--- config.mk ---
export PLATFORM = sky130hd
export DESIGN_NAME = case_sel_sequencer
export DESIGN_NICKNAME = d
export VERILOG_FILES = /design/src/rtl/case_sel_sequencer.sv
export SDC_FILE = /design/constraint.sdc
export NUM_CORES = 1
export LEC_CHECK = 0
export ABC_AREA = 1
export CAP_MARGIN = 20
export CORE_MARGIN = 1.5
export CORE_UTILIZATION = 46
export DETAILED_ROUTE_END_ITERATION = 10
export PLACE_DENSITY = 0.72
export SYNTH_ARGS = -nofsm -noshare
export SYNTH_HDL_FRONTEND = slang
export SYNTH_SLANG_ARGS = --single-unit
--- constraint.sdc ---
create_clock -name clk -period 1.2 [get_ports clk]
set_input_delay 0.12 -clock clk [delete_from_list [all_inputs] [get_ports clk]]
set_output_delay 0.12 -clock clk [all_outputs]
set_load 0.03 [all_outputs]
--- src/rtl/case_sel_sequencer.sv ---
// Select-code sequencer: on start, presents codes 1..NUM_SEL to a downstream
// case decoder with a valid/ready handshake. Idle gaps between codes are
// optional. Completion and abort are each signalled by a one-cycle pulse.
module case_sel_sequencer #(
   parameter int SEL_W   = 2,
   parameter int NUM_SEL = 3,
   parameter int GAP     = 0
) (
   input  logic             clk,
   input  logic             rst,
   input  logic             start_i,
   input  logic             abort_i,
   input  logic             sel_ready_i,
   output logic [SEL_W-1:0] sel_o,
   output logic             sel_valid_o,
   output logic             busy_o,
   output logic             done_o,
   output logic             aborted_o
);

   typedef enum logic [1:0] {
      S_IDLE  = 2'd0,
      S_ISSUE = 2'd1,
      S_GAP   = 2'd2,
      S_DONE  = 2'd3
   } state_t;

   localparam logic [SEL_W-1:0] SEL_ONE  = SEL_W'(1);
   localparam logic [SEL_W-1:0] SEL_LAST = SEL_W'(NUM_SEL);
   localparam logic [3:0]       GAP_LOAD = 4'(GAP - 1);

   state_t           state_q, state_d;
   logic [SEL_W-1:0] sel_q, sel_d;
   logic             valid_q, valid_d;
   logic             busy_q, busy_d;
   logic             done_q, done_d;
   logic             aborted_q, aborted_d;
   logic [3:0]       gap_cnt_q, gap_cnt_d;

   // Next-state and next-output decode; everything is pre-assigned before the case.
   always_comb begin
      state_d   = state_q;
      sel_d     = sel_q;
      valid_d   = valid_q;
      busy_d    = busy_q;
      done_d    = 1'b0;
      aborted_d = 1'b0;
      gap_cnt_d = gap_cnt_q;
      case (state_q)
         S_IDLE: begin
            sel_d     = '0;
            valid_d   = 1'b0;
            busy_d    = 1'b0;
            gap_cnt_d = '0;
            if (start_i) begin
               state_d = S_ISSUE;
               sel_d   = SEL_ONE;
               valid_d = 1'b1;
               busy_d  = 1'b1;
            end
         end
         S_ISSUE: begin
            if (abort_i) begin
               // Abort wins over a coincident handshake; the code still counts downstream.
               state_d   = S_IDLE;
               sel_d     = '0;
               valid_d   = 1'b0;
               busy_d    = 1'b0;
               gap_cnt_d = '0;
               aborted_d = 1'b1;
            end else if (sel_ready_i) begin
               if (sel_q == SEL_LAST) begin
                  state_d = S_DONE;
                  valid_d = 1'b0;
                  done_d  = 1'b1;
               end else if (GAP == 0) begin
                  sel_d = sel_q + SEL_ONE;
               end else begin
                  state_d   = S_GAP;
                  valid_d   = 1'b0;
                  gap_cnt_d = GAP_LOAD;
               end
            end
         end
         S_GAP: begin
            if (abort_i) begin
               state_d   = S_IDLE;
               sel_d     = '0;
               valid_d   = 1'b0;
               busy_d    = 1'b0;
               gap_cnt_d = '0;
               aborted_d = 1'b1;
            end else if (gap_cnt_q == '0) begin
               state_d = S_ISSUE;
               sel_d   = sel_q + SEL_ONE;
               valid_d = 1'b1;
            end else begin
               gap_cnt_d = gap_cnt_q - 4'd1;
            end
         end
         S_DONE: begin
            state_d   = S_IDLE;
            sel_d     = '0;
            valid_d   = 1'b0;
            busy_d    = 1'b0;
            gap_cnt_d = '0;
            aborted_d = abort_i;
         end
         default: begin
            state_d   = S_IDLE;
            sel_d     = '0;
            valid_d   = 1'b0;
            busy_d    = 1'b0;
            gap_cnt_d = '0;
         end
      endcase
   end

   // State and registered outputs, synchronous reset.
   always_ff @(posedge clk) begin
      if (rst) begin
         state_q   <= S_IDLE;
         sel_q     <= '0;
         valid_q   <= 1'b0;
         busy_q    <= 1'b0;
         done_q    <= 1'b0;
         aborted_q <= 1'b0;
         gap_cnt_q <= '0;
      end else begin
         state_q   <= state_d;
         sel_q     <= sel_d;
         valid_q   <= valid_d;
         busy_q    <= busy_d;
         done_q    <= done_d;
         aborted_q <= aborted_d;
         gap_cnt_q <= gap_cnt_d;
      end
   end

   assign sel_o       = sel_q;
   assign sel_valid_o = valid_q;
   assign busy_o      = busy_q;
   assign done_o      = done_q;
   assign aborted_o   = aborted_q;

endmodule

== Word level (Yosys, flattened, before mapping) ==
Index checks and enable logic that the tools add are counted.

* Add/subtract/negate cells: 2
* $mul: 0
* Div/mod/pow operators: 0
* $lt $le $gt $ge: 0
* Eq/ne operators: 12
* Shifts and indexed selects: 0
* Multiplexer cells: 30
* Bitwise gates (word level): 2
* Reductions and logical operators: 9

{| class="wikitable"
|+ Operators by type and width
! cell !! number
|-
| 2-to-1 mux 2 bit || 11
|-
| case mux 2 bit (4 select lines) || 2
|-
| inequality test 3 bit (second input constant) || 5
|-
| 2-to-1 mux 4 bit || 3
|-
| case mux 4 bit (3 select lines) || 1
|-
| 2-to-1 mux 1 bit || 10
|-
| == test 2 bit (second input constant) || 3
|-
| AND reduction 3 bit || 2
|-
| zero test 4 bit || 1
|-
| inequality test 2 bit (second input constant) || 2
|-
| case mux 1 bit (4 select lines) || 1
|-
| AND reduction 4 bit || 1
|-
| OR reduction 2 bit || 2
|-
| OR reduction 4 bit || 1
|-
| subtractor 4 x 1 -> 4 bit (second input constant) || 1
|-
| case mux 1 bit (3 select lines) || 1
|-
| adder 2 x 1 -> 2 bit (second input constant) || 1
|-
| == test 2 x 1 -> 1 bit (second input constant) || 1
|-
| zero test 2 bit || 1
|-
| inequality test 2 x 1 -> 1 bit (second input constant) || 1
|-
| NOT 1 bit || 2
|-
| case mux 1 bit (2 select lines) || 1
|-
| AND reduction 2 bit || 1
|}

* Flip-flop bits (word level): 12
* Bits in latches: 0
* RAM bits: 0
* Memory bits (read-only): 0
* Input port bits: 5
* Word-level logic and storage cells: 62
* Memories: 0

== Depth between registers and ports, before layout ==
Gate-level depths: netlist (run 1).

* Word-level depth: 5
* Gate-level depth with buffers: 9
* Gate-level depth less buffers: 9

== Worst setup path before layout (run 1) ==
No wires, ideal clock.

* Kind: register -> register
* Start: register sel_q[0], in the netlist sel_o[0]
* End: register state_q[0]
* Arrival time: 1.252 ns
* Slack: -0.114 ns
* Cell stages (with the launch flop): 8
* Cells stage by stage: dfxtp_1 -> ha_1 -> inv_1 -> o21ai_4 -> nand3_2 -> nand2_1 -> nand2_1 -> nor2_2

* Word-level cells in the longest chain between the ends: 3

{| class="wikitable"
|+ RTL lines
! item !! RTL line !! source
|-
| start: declaration || 33 || <nowiki>logic [SEL_W-1:0] sel_q, sel_d;</nowiki>
|-
| start signal: assignment || 131 || <nowiki>sel_q <= sel_d;</nowiki>
|-
| == test 2 bit || 72 || <nowiki>if (sel_q == SEL_LAST) begin</nowiki>
|-
| inequality test 3 bit (no line) || -- ||
|-
| AND reduction 4 bit (no line) || -- ||
|-
| end signal: assignment || 130 || <nowiki>state_q <= state_d;</nowiki>
|-
| end: declaration || 32 || <nowiki>state_t state_q, state_d;</nowiki>
|}

Every way passes these cells.
A chain may end at the register's enable or synchronous reset.

== Worst setup path after layout (run 1) ==
* Start: register state_q[0]
* End: register sel_q[0], in the netlist sel_o[0]

* Word-level cells in the longest chain between the ends: 3
* Elaborated cells between the ends (all ways): 9
* Classes of those cells: eq/ne: 6; mux: 1; reduce/logical: 2

{| class="wikitable"
|+ RTL lines
! item !! RTL line !! source
|-
| == test 2 x 1 -> 1 bit or == test 2 bit (tied branches) || 49 || <nowiki>case (state_q)</nowiki>
|-
| inequality test 3 bit (no line) || -- ||
|-
| AND reduction 3 bit (no line) || -- ||
|}

Parallel ways exist; a longest one is shown, timed or not.

==> results.md, run 1 <==
- Reg-to-reg critical path endpoint: sel_o[0]$_SDFFE_PP0P_
- Start point of the critical path: state_q[0]$_SDFFE_PP0P_
- Tmin final: 1.25 ns
- Die area: 1780 sq um
- Syn Nets: 104
- Sw Ratio: 34.5%
- Leading area contributor after synthesis: dfxtp_1
- Failing checks: setup timing
- Final Skew: 0.000801 ns
- Yosys reg bits: 12
- Peak Freq: 797 MHz
- Worst Path Class, Setup: register to register
- Routed wire length: 2000 um
- Most Used Layer, Global Route: met2
- Clock buffer depth: 2
- Worst setup SP type: register
- Initial core utilization: 51.8%
- Min-delay worst type: input pin to register
- Largest net degree at the start of global routing: 8
- First-pass GRT wire length: 2940 um
- RePlAce Congestion: 0.771
- FF-to-FF path depth: 8
- Logic pwr share: 36.0%
- Core area: 1370 sq um
- Depth of the CTS H-tree: 1
- Area growth syn-to-layout: 55.5%
- Final Hold Slack: 0.445 ns
- Initial antenna violation count: 0
- Die H: 42.2 um
- Final WS setup: -0.0543 ns
- Synth unique cells: 23
- Worst-Margin Slew: 0.309 ns
- Antenna Diode Count: 0
- Commonest non-fill, non-tap cells in the layout: 17 x buf_4, 14 x nand2_1, 8 x nor2_1
- Final Hold Viols: 0
- Final instance area: 1100 sq um
- Reg2reg start: state_q[0]$_SDFFE_PP0P_
- Met2 Use GR: 34.2%
- PwrDens: 1140 nW/um^2
- Setup slack, reg-to-reg: -0.05 ns
- CTS Sinks: 12
- Non-Filler Instances: 140
- Most common cell after layout, fill and taps aside: buf_4
- Clock power share: 28.1%
- Met3 GRT Util: 5.17%
- Share of cells above drive strength 1: 48.0%
- Crit end category: register
- Register area: 248 sq um
- DP Area: 927 sq um
- Cells after Synth: 93
- I/O pin cnt: 11
- CTS root buf: clkbuf_4
- Fin. max-slew vios: 0
- Vias per cell: 5.26
- Leak pwr: 0.535 nW
- Sequential power share: 35.9%
- Peak VDD IR: 1040 uV
- Critical path capture point: sel_o[0]$_SDFFE_PP0P_
- Via Count: 737
- Die X-Extent: 42.2 um
- Critical-path maximum fanout: 5
- Sequential area share after synthesis: 33.9%
- Fill count: 90
- Synth Area per Inst: 7.61 sq um
- Final setup viols: 8
- WP data arrival: 1.45 ns
- Rows: 13
- Internal power: 0.819 mW
- RSZ-0062 raised after global routing: yes
- Worst rel slew slack: 79.5%
- DR DRC count: 0
- Worst endpoint required time: 1.39 ns
- CTS tree: done
- Grt ovf: 0
- Vias in the first global route: 672
- Multi-input gate area: 509 sq um
- Drt first pass iters: 4
- Post-DR wirelength/cell: 14.3 um
- Total GRT Usage: 21.9%
- Power, Total: 1.25 mW
- Post-DP HPWL: 1160 um
- Initial DRC Count: 7
- Met1 usage: 27.9%
- Period utilisation layout: 105%
- Placed Cells incl. Taps: 131
- Synth area leaders: dfxtp_1 34%, ha_1 11%, nand2_1 8.0%
- Top cell type's share of synthesized area: 33.9%
- Clock buffer count from CTS: 3
- Cell Area, Synth: 708 sq um
- Clk_lat worst skew: 0.29 ns
- Clock transition at the registers of the reported paths: 0.08 ns
- Psw: 0.432 mW
- Ys Warns: 0
- Outcome: complete, but fails checks
- Antenna-violating nets left: 0
- # Max-Cap Violations: 0
- Nets: 137
- Buffers added on ports: 10
-- power by group through the flow --
stage	registers (mW)	logic (mW)	clock network, mW
floorplan	0.482	0.167	0
global placement	0.450	0.341	0
detailed placement	0.451	0.349	0
CTS	0.444	0.374	0.335
global route	0.453	0.483	0.375
finish	0.450	0.450	0.352
-- worst min-delay path by stage --
stage                                        start                   endpoint  slack [ns]  cells past startpoint
after CTS                                      rst          done_o$_SDFF_PP0_        0.45                      2
after global routing                           rst          done_o$_SDFF_PP0_        0.46                      2
final                                          rst          done_o$_SDFF_PP0_        0.45                      2
after detailed placement  sel_valid_o$_SDFFE_PP0P_   sel_valid_o$_SDFFE_PP0P_        0.46                      2
after floorplan                                rst  gap_cnt_q[2]$_SDFFE_PP0P_        0.19                      1
after global placement    sel_valid_o$_SDFFE_PP0P_   sel_valid_o$_SDFFE_PP0P_        0.45                      2
-- metrics by stage --
step                      TNS [ns]  utilization [%]  setup slack, ns
after floorplan                  0                -         0.000931
after global placement      -0.561             67.9           -0.120
after detailed placement    -0.665             67.9           -0.114
after CTS                   -0.199             73.5          -0.0468
after global routing        -0.742             80.6           -0.108
final                       -0.210             80.6          -0.0543
-- kinds of logic (layout without fill, tap and decap cells) --
kind of cell | Yosys count | after routing | synth area share (%)
flops | 12 | 12 | 33.9
simple gates | 46 | 47 | 34.6
fa+ha+maj | 6 | 6 | 10.6
compound gates | 15 | 15 | 13.1
buf+inv | 14 | 45 | 7.77
-- cells in the mapped netlist --
master / n
o21ai_0: 2
or2_1: 1
inv_4: 1
inv_1: 11
nand2_4: 5
o21ai_4: 1
nand3_1: 4
ha_1: 6
a21oi_1: 7
nor4_1: 1
nand3_2: 1
nor3_1: 5
nor2_1: 9
o21ai_1: 3
or2_2: 1
dfxtp_1: 12
nor2_2: 1
nand2_2: 2
o21ai_2: 1
inv_2: 2
nand2_1: 15
o21a_1: 1
nand4_1: 1
-- routing by layer --
metal  part of all wire [%]  wire length [um]
met1                     42               841
met2                     49               983
met4                    3.3                66
met3                    5.2               103
met5                      0                 0
-- area by class of cell --
class | instances | share of cell area (%)
inverter | 14 | 6.14
multi-input combinational | 68 | 46.2
timing repair buffer | 27 | 20.1
clock buffer | 4 | 3.30
tap | 15 | 1.70
sequential | 12 | 22.5
-- flip-flops by register name, indices dropped and copies added (netlist names) --
signal,count
state_q,2
gap_cnt_q,4
busy_o,1
aborted_o,1
sel_o,2
sel_valid_o,1
done_o,1
-- worst max-delay path, stage by stage, from the launching register on --
cell and delay [ns]:
dfxtp_2 0.34, buf_4 0.14, ha_4 0.17, nand2_8 0.10, inv_8 0.05, o21ai_2 0.07
nand2_1 0.10, o21ai_1 0.14, nor2_1 0.05
-- repair_timing --
action                                 4_1_cts  5_1_grt
hold buffers                                 0        0
buffers inserted                             2        2
cloned                                       1        0
setup endpoints to repair                   15       10
endpoints found under the hold margin        0        0
gates resized for setup                     19       21
pin swaps                                   13       12
No activity file was read; power rests on OpenSTA's default activity.
==> run 2: changes to the inputs <==
--- a/config.mk
+++ b/config.mk
@@ -7,10 +7,13 @@
 export LEC_CHECK = 0
 export ABC_AREA = 1
 export CAP_MARGIN = 20
+export CELL_PAD_IN_SITES_DETAIL_PLACEMENT = 1
+export CELL_PAD_IN_SITES_GLOBAL_PLACEMENT = 1
 export CORE_MARGIN = 1.5
-export CORE_UTILIZATION = 46
+export CORE_UTILIZATION = 33
 export DETAILED_ROUTE_END_ITERATION = 10
-export PLACE_DENSITY = 0.72
+export PLACE_DENSITY = 0.7
+export SLEW_MARGIN = 20
 export SYNTH_ARGS = -nofsm -noshare
 export SYNTH_HDL_FRONTEND = slang
 export SYNTH_SLANG_ARGS = --single-unit
==> results.md, run 2 (synthesized netlist as in run 1, its figures left out) <==
- Antenna-violating nets left: 0 (unchanged)
- CTS Sinks: 12 (unchanged)
- # Max-Cap Violations: 0 (unchanged)
- Largest net degree at the start of global routing: 7 (was 8)
- Die X-Extent: 49.3 um (was 42.2 um)
- Sw Ratio: 38.1% (was 34.5%)
- Worst setup SP type: register (unchanged)
- Utilization after layout: 62.1% (was 80.6%)
- Grt ovf: 0 (unchanged)
- Final setup viols: 6 (was 8)
- Routed wire length: 2540 um (was 2000 um)
- Initial DRC Count: 7 (unchanged)
- Most common cell after layout, fill and taps aside: buf_4 (unchanged)
- Peak Freq: 788 MHz (was 797 MHz)
- Final instance area: 1230 sq um (was 1100 sq um)
- Final Skew: 0.00246 ns (was 0.000801 ns)
- Commonest non-fill, non-tap cells in the layout: 17 x buf_4, 9 x nand2_1 (was 17 x buf_4, 14 x nand2_1, 8 x nor2_1)
- Setup slack, reg-to-reg: -0.07 ns (was -0.05 ns)
- Leak pwr: 0.543 nW (was 0.535 nW)
- CTS tree: done (unchanged)
- Buffers added on ports: 10 (unchanged)
- PwrDens: 1030 nW/um^2 (was 1140 nW/um^2)
- First-pass GRT wire length: 3520 um (was 2940 um)
- I/O pin cnt: 11 (unchanged)
- Initial antenna violation count: 0 (unchanged)
- Drt first pass iters: 2 (was 4)
- Worst-Margin Slew: 0.319 ns (was 0.309 ns)
- Failing checks: setup timing (unchanged)
- Post-DR wirelength/cell: 16.7 um (was 14.3 um)
- Cells along the critical path: inv_6 > ha_4 > inv_2 > nor2_4 > nand2_2 > nor2_2 > o21ai_2 > nor2_1 (was buf_4 > ha_4 > nand2_8 > inv_8 > o21ai_2 > nand2_1 > o21ai_1 > nor2_1)
- Area growth syn-to-layout: 73.9% (was 55.5%)
- Via Count: 751 (was 737)
- CTS root buf: clkbuf_4 (unchanged)
- Critical-path maximum fanout: 3 (was 5)
- Worst rel slew slack: 78.6% (was 79.5%)
- RSZ-0062 raised after global routing: yes (unchanged)
- Clk_lat worst skew: 0.30 ns (was 0.29 ns)
- Vias per cell: 4.94 (was 5.26)
- Clock buffer depth: 2 (unchanged)
- Min-delay worst type: input pin to register (unchanged)
- Nets: 138 (was 137)
- Tmin final: 1.27 ns (was 1.25 ns)
- Period utilisation layout: 106% (was 105%)
- Antenna Diode Count: 0 (unchanged)
- Reg with most FFs: gap_cnt_q (unchanged)
- Peak VDD IR: 835 uV (was 1040 uV)
- Depth of the CTS H-tree: 1 (unchanged)
- Rows: 16 (was 13)
- Psw: 0.484 mW (was 0.432 mW)
- Clock buffer count from CTS: 3 (unchanged)
- CP max stage cell: dfxtp_4 (was dfxtp_2)
- Clock transition at the registers of the reported paths: 0.08 ns (about the same)
- Sequential power share: 36.1% (was 35.9%)
- DR DRC count: 0 (unchanged)
- Logic pwr share: 41.7% (was 36.0%)
- Vias in the first global route: 820 (was 672)
- WP data arrival: 1.50 ns (was 1.45 ns)
- Buffers & Inverters on Critical Path: 2 (unchanged)
- DP Area: 927 sq um (unchanged)
- Post-DP HPWL: 1450 um (was 1160 um)
- Die area: 2430 sq um (was 1780 sq um)
- Core area: 1980 sq um (was 1370 sq um)
- Fin. max-slew vios: 0 (unchanged)
- CP peak stage delay: 0.39 ns (was 0.34 ns)
- Final Hold Viols: 0 (unchanged)
- Worst Path Class, Setup: register to register (unchanged)
- Final Hold Slack: 0.311 ns (was 0.445 ns)
- RePlAce Congestion: 0.752 (was 0.771)
- Power, Total: 1.27 mW (was 1.25 mW)
- Worst endpoint required time: 1.43 ns (was 1.39 ns)
- Clock power share: 22.2% (was 28.1%)
- Final WS setup: -0.0683 ns (was -0.0543 ns)
- Total GRT Usage: 19.3% (was 21.9%)
- Outcome: complete, but fails checks (unchanged)
- Pre-CTS setup slack: -0.229 ns (was -0.114 ns)
- Die H: 49.3 um (was 42.2 um)
- Largest register FFs: 4 (unchanged)
- Crit end category: register (unchanged)
- Share of cells above drive strength 1: 60.8% (was 48.0%)
- Internal power: 0.787 mW (was 0.819 mW)
- Top delay family on crit path: flip-flops (unchanged)
- Initial core utilization: 35.7% (was 51.8%)
-- run 2: cell type report --
class	count	area, sq um
clock buffers	3	22.5
fillers	233	751
inverters	14	70.1
multi-input cells	68	616
flip-flops and latches	12	253
well taps	27	33.8
repair buffers	28	236
-- run 2: stage by stage --
step                      TNS (ns)  std cells
after detailed placement     -1.67        141
after global routing        -0.775        152
after global placement       -1.17        141
after CTS                   -0.113        148
final                       -0.291        152
after floorplan                  0         93
-- run 2: repair_timing --
item | CTS | global route
cloned | 1 | 0
gates resized for setup | 28 | 43
hold buffers | 0 | 0
pin swaps | 9 | 22
endpoints found under the setup margin | 15 | 10
setup buffers | 3 | 4
-- run 2: per-layer routing --
layer / wire, um / global-route usage [%] / vias to the layer above
met5: 0 / 0 / -
met4: 53 / 13.8 / 0
met3: 42 / 3.07 / 5
met2: 1340 / 33.1 / 9
met1: 1100 / 21.3 / 369
li1: - / - / 368
-- run 2: power groups by stage --
stage	clock [mW]	sequential, mW	combinational (mW)
after CTS	0.273	0.448	0.387
final	0.282	0.459	0.530
after floorplan	0	0.482	0.167
after detailed placement	0	0.451	0.348
after global routing	0.295	0.463	0.566
after global placement	0	0.451	0.338
-- run 2: path summary, 6_finish.rpt --
kind         cells past startpoint                startpoint                  endpoint
max                              8   state_q[0]$_SDFFE_PP0P_     sel_o[1]$_SDFFE_PP0P_
min                              3                   abort_i      aborted_o$_SDFF_PP0_
max reg2reg                      8   state_q[0]$_SDFFE_PP0P_     sel_o[1]$_SDFFE_PP0P_
min reg2reg                      2  sel_valid_o$_SDFFE_PP0P_  sel_valid_o$_SDFFE_PP0P_
-- run 2: tightest hold or removal path, delay by kind of cell --
family	cells	cell delay, ns
and+or+nand+nor	1	0.06
buffers and inverters	2	0.38
==> run 3: changes to the inputs <==
--- a/config.mk
+++ b/config.mk
@@ -13,6 +13,7 @@
 export CORE_UTILIZATION = 33
 export DETAILED_ROUTE_END_ITERATION = 10
 export PLACE_DENSITY = 0.7
+export RECOVER_POWER = 25
 export SLEW_MARGIN = 20
 export SYNTH_ARGS = -nofsm -noshare
 export SYNTH_HDL_FRONTEND = slang
==> constraint.sdc (replaced) <==
create_clock -name clk -period 1.2 [get_ports clk]
set_input_delay 0.3 -clock clk [delete_from_list [all_inputs] [get_ports clk]]
set_output_delay 0.3 -clock clk [all_outputs]
set_load 0.03 [all_outputs]
==> results.md, run 3 (synthesized netlist as in run 1, its figures left out) <==
- Outcome: complete, but fails checks (unchanged)
- Failing checks: setup timing (unchanged)
- Die H: 49.3 um (unchanged)
- Initial DRC Count: 1 (was 7)
- RSZ-0062 raised after global routing: yes (unchanged)
- Logic pwr share: 38.1% (was 41.7%)
- Buffers added on ports: 10 (unchanged)
- CTS tree: done (unchanged)
- Clock buffer depth: 2 (unchanged)
- Most common cell after layout, fill and taps aside: buf_4 (unchanged)
- Final Hold Viols: 0 (unchanged)
- Final instance area: 1110 sq um (was 1230 sq um)
- Internal power: 0.746 mW (was 0.787 mW)
- Sw Ratio: 34.7% (was 38.1%)
- Die area: 2430 sq um (unchanged)
- Final WS setup: -0.0294 ns (was -0.0683 ns)
- Utilization after layout: 55.8% (was 62.1%)
- Worst-Margin Slew: 0.310 ns (was 0.319 ns)
- Initial antenna violation count: 0 (unchanged)
- Worst rel slew slack: 79.2% (was 78.6%)
- Total GRT Usage: 17.4% (was 19.3%)
- Leak pwr: 0.501 nW (was 0.543 nW)
- PwrDens: 1030 nW/um^2 (about the same)
- Initial core utilization: 35.7% (unchanged)
- WP data arrival: 1.40 ns (was 1.50 ns)
- Largest register FFs: 4 (unchanged)
- Largest net degree at the start of global routing: 7 (unchanged)
- Final setup viols: 4 (was 6)
- I/O pin cnt: 11 (unchanged)
- Grt ovf: 0 (unchanged)
- DR DRC count: 0 (unchanged)
- Die X-Extent: 49.3 um (unchanged)
- Reg2reg start: state_q[0]$_SDFFE_PP0P_ (unchanged)
- Worst Path Class, Setup: register to register (unchanged)
- Peak Freq: 813 MHz (was 788 MHz)
- Clk_lat worst skew: 0.27 ns (was 0.30 ns)
- Vias per cell: 4.79 (was 4.94)
- Hold_buf cts: 0 (unchanged)
- Fill count: 238 (was 233)
- Sequential power share: 39.7% (was 36.1%)
- CTS Sinks: 12 (unchanged)
- TNS Setup: -0.0845 ns (was -0.291 ns)
- Vias in the first global route: 742 (was 820)
- Depth of the CTS H-tree: 1 (unchanged)
- Routed wire length: 1970 um (was 2540 um)
- RePlAce Congestion: 0.772 (was 0.752)
- Reg with most FFs: gap_cnt_q (unchanged)
- Final Skew: 0.00277 ns (was 0.00246 ns)
- Pre-CTS setup slack: -0.398 ns (was -0.229 ns)
- Post-DP HPWL: 1360 um (was 1450 um)
- Via Count: 714 (was 751)
- Fin. max-slew vios: 0 (unchanged)
- Worst hold stages: 2 (was 3)
- Drt first pass iters: 3 (was 2)
- Antenna Diode Count: 0 (unchanged)
- CTS root buf: clkbuf_4 (unchanged)
- Worst setup SP type: register (unchanged)
- Rows: 16 (unchanged)
- Nets: 135 (was 138)
- DP Area: 912 sq um (was 927 sq um)
- Period utilisation layout: 102% (was 106%)
- Hold Startpoint: sel_valid_o$_SDFFE_PP0P_ (was abort_i)
- Min-delay worst type: register to register (was input pin to register)
- Psw: 0.396 mW (was 0.484 mW)
- First-pass GRT wire length: 3220 um (was 3520 um)
- Clock buffer count from CTS: 3 (unchanged)
- # Max-Cap Violations: 0 (unchanged)
- FF-to-FF path depth: 8 (unchanged)
- Peak VDD IR: 605 uV (was 835 uV)
- Worst endpoint required time: 1.37 ns (was 1.43 ns)
- Critical-path maximum fanout: 4 (was 3)
- Start point of the critical path: state_q[0]$_SDFFE_PP0P_ (unchanged)
- Clock transition at the registers of the reported paths: 0.08 ns (about the same)
- Area growth syn-to-layout: 56.2% (was 73.9%)
- Post-DR wirelength/cell: 13.2 um (was 16.7 um)
- Clock power share: 22.2% (about the same)
- Crit end category: register (unchanged)
- Commonest non-fill, non-tap cells in the layout: 18 x buf_4, 12 x nand2_1, 7 x nor2_1, 6 x nand2_4, 6 x dfxtp_1 (was 17 x buf_4, 9 x nand2_1)
- Antenna-violating nets left: 0 (unchanged)
- Core area: 1980 sq um (unchanged)
- Tmin final: 1.23 ns (was 1.27 ns)
- Final Hold Slack: 0.466 ns (was 0.311 ns)
- Share of cells above drive strength 1: 56.6% (was 60.8%)
==> run 3: changes by cell type in the layout (fill, tap and decap cells not counted), moves of 2 or more <==
cell and delta:
a21oi_1 +2, clkbuf_2 +2, a21oi_2 -2, dlygate4sd2_1 -3
nand2_1 +3, clkdlybuf4s15_1 -2, nand2_8 -2
==> run 3: worst paths after layout <==
kind                              endpoint  slack [ns]
setup reg to reg   state_q[0]$_SDFFE_PP0P_       -0.03
hold reg to reg   sel_valid_o$_SDFFE_PP0P_        0.47
hold / removal    sel_valid_o$_SDFFE_PP0P_        0.47
setup / recovery   state_q[0]$_SDFFE_PP0P_       -0.03
==> run 3: metal layers <==
metal	vias up	GRT usage, %	routed length (um)
li1	364	-	-
met1	337	20.4	903
met2	11	30.2	1000
met3	2	3.68	52
met4	0	7.62	8
met5	-	0	0
==> run 3: critical path, cell delays in order, from the launching register on <==
cell and delay [ns]:
dfxtp_4 0.36, inv_4 0.08, ha_4 0.16, inv_2 0.05, or2_1 0.22, nand3_2 0.10, nand2_1 0.05, nand2_1 0.07
nor2_2 0.03
==> run 3: timing repair <==
item | in CTS | in global routing
endpoints found under the hold margin | 0 | 0
pin swaps | 8 | 13
gates cloned | 1 | 0
setup buffers | 2 | 2
endpoints found under the setup margin | 10 | 9
gates resized for setup | 14 | 31
==> run 3: cell type report <==
class / instances / area (sq um) / share of cell area (%)
Clock buffer: 3 / 22.5 / 2.04
Inverter: 14 / 67.6 / 6.11
Multi-Input combinational cell: 68 / 537 / 48.5
Sequential cell: 12 / 250 / 22.6
Tap cell: 27 / 33.8 / 3.05
Timing Repair Buffer: 25 / 195 / 17.6
==> run 3: metrics by stage <==
step           instances  power, mW
6_report             149       1.14
5_1_grt              149       1.22
4_1_cts              147       1.08
3_5_place_dp         141      0.788
3_3_place_gp         141      0.782
2_1_floorplan         93      0.649
==> run 3: power groups by stage <==
| stage | Clock [mW] | Sequential (mW) | Combinational, mW |
|---|---|---|---|
| global placement | 0 | 0.451 | 0.330 |
| global route | 0.287 | 0.458 | 0.474 |
| finish | 0.253 | 0.454 | 0.435 |
| floorplan | 0 | 0.482 | 0.167 |
| CTS | 0.267 | 0.447 | 0.370 |
| detailed placement | 0 | 0.452 | 0.336 |
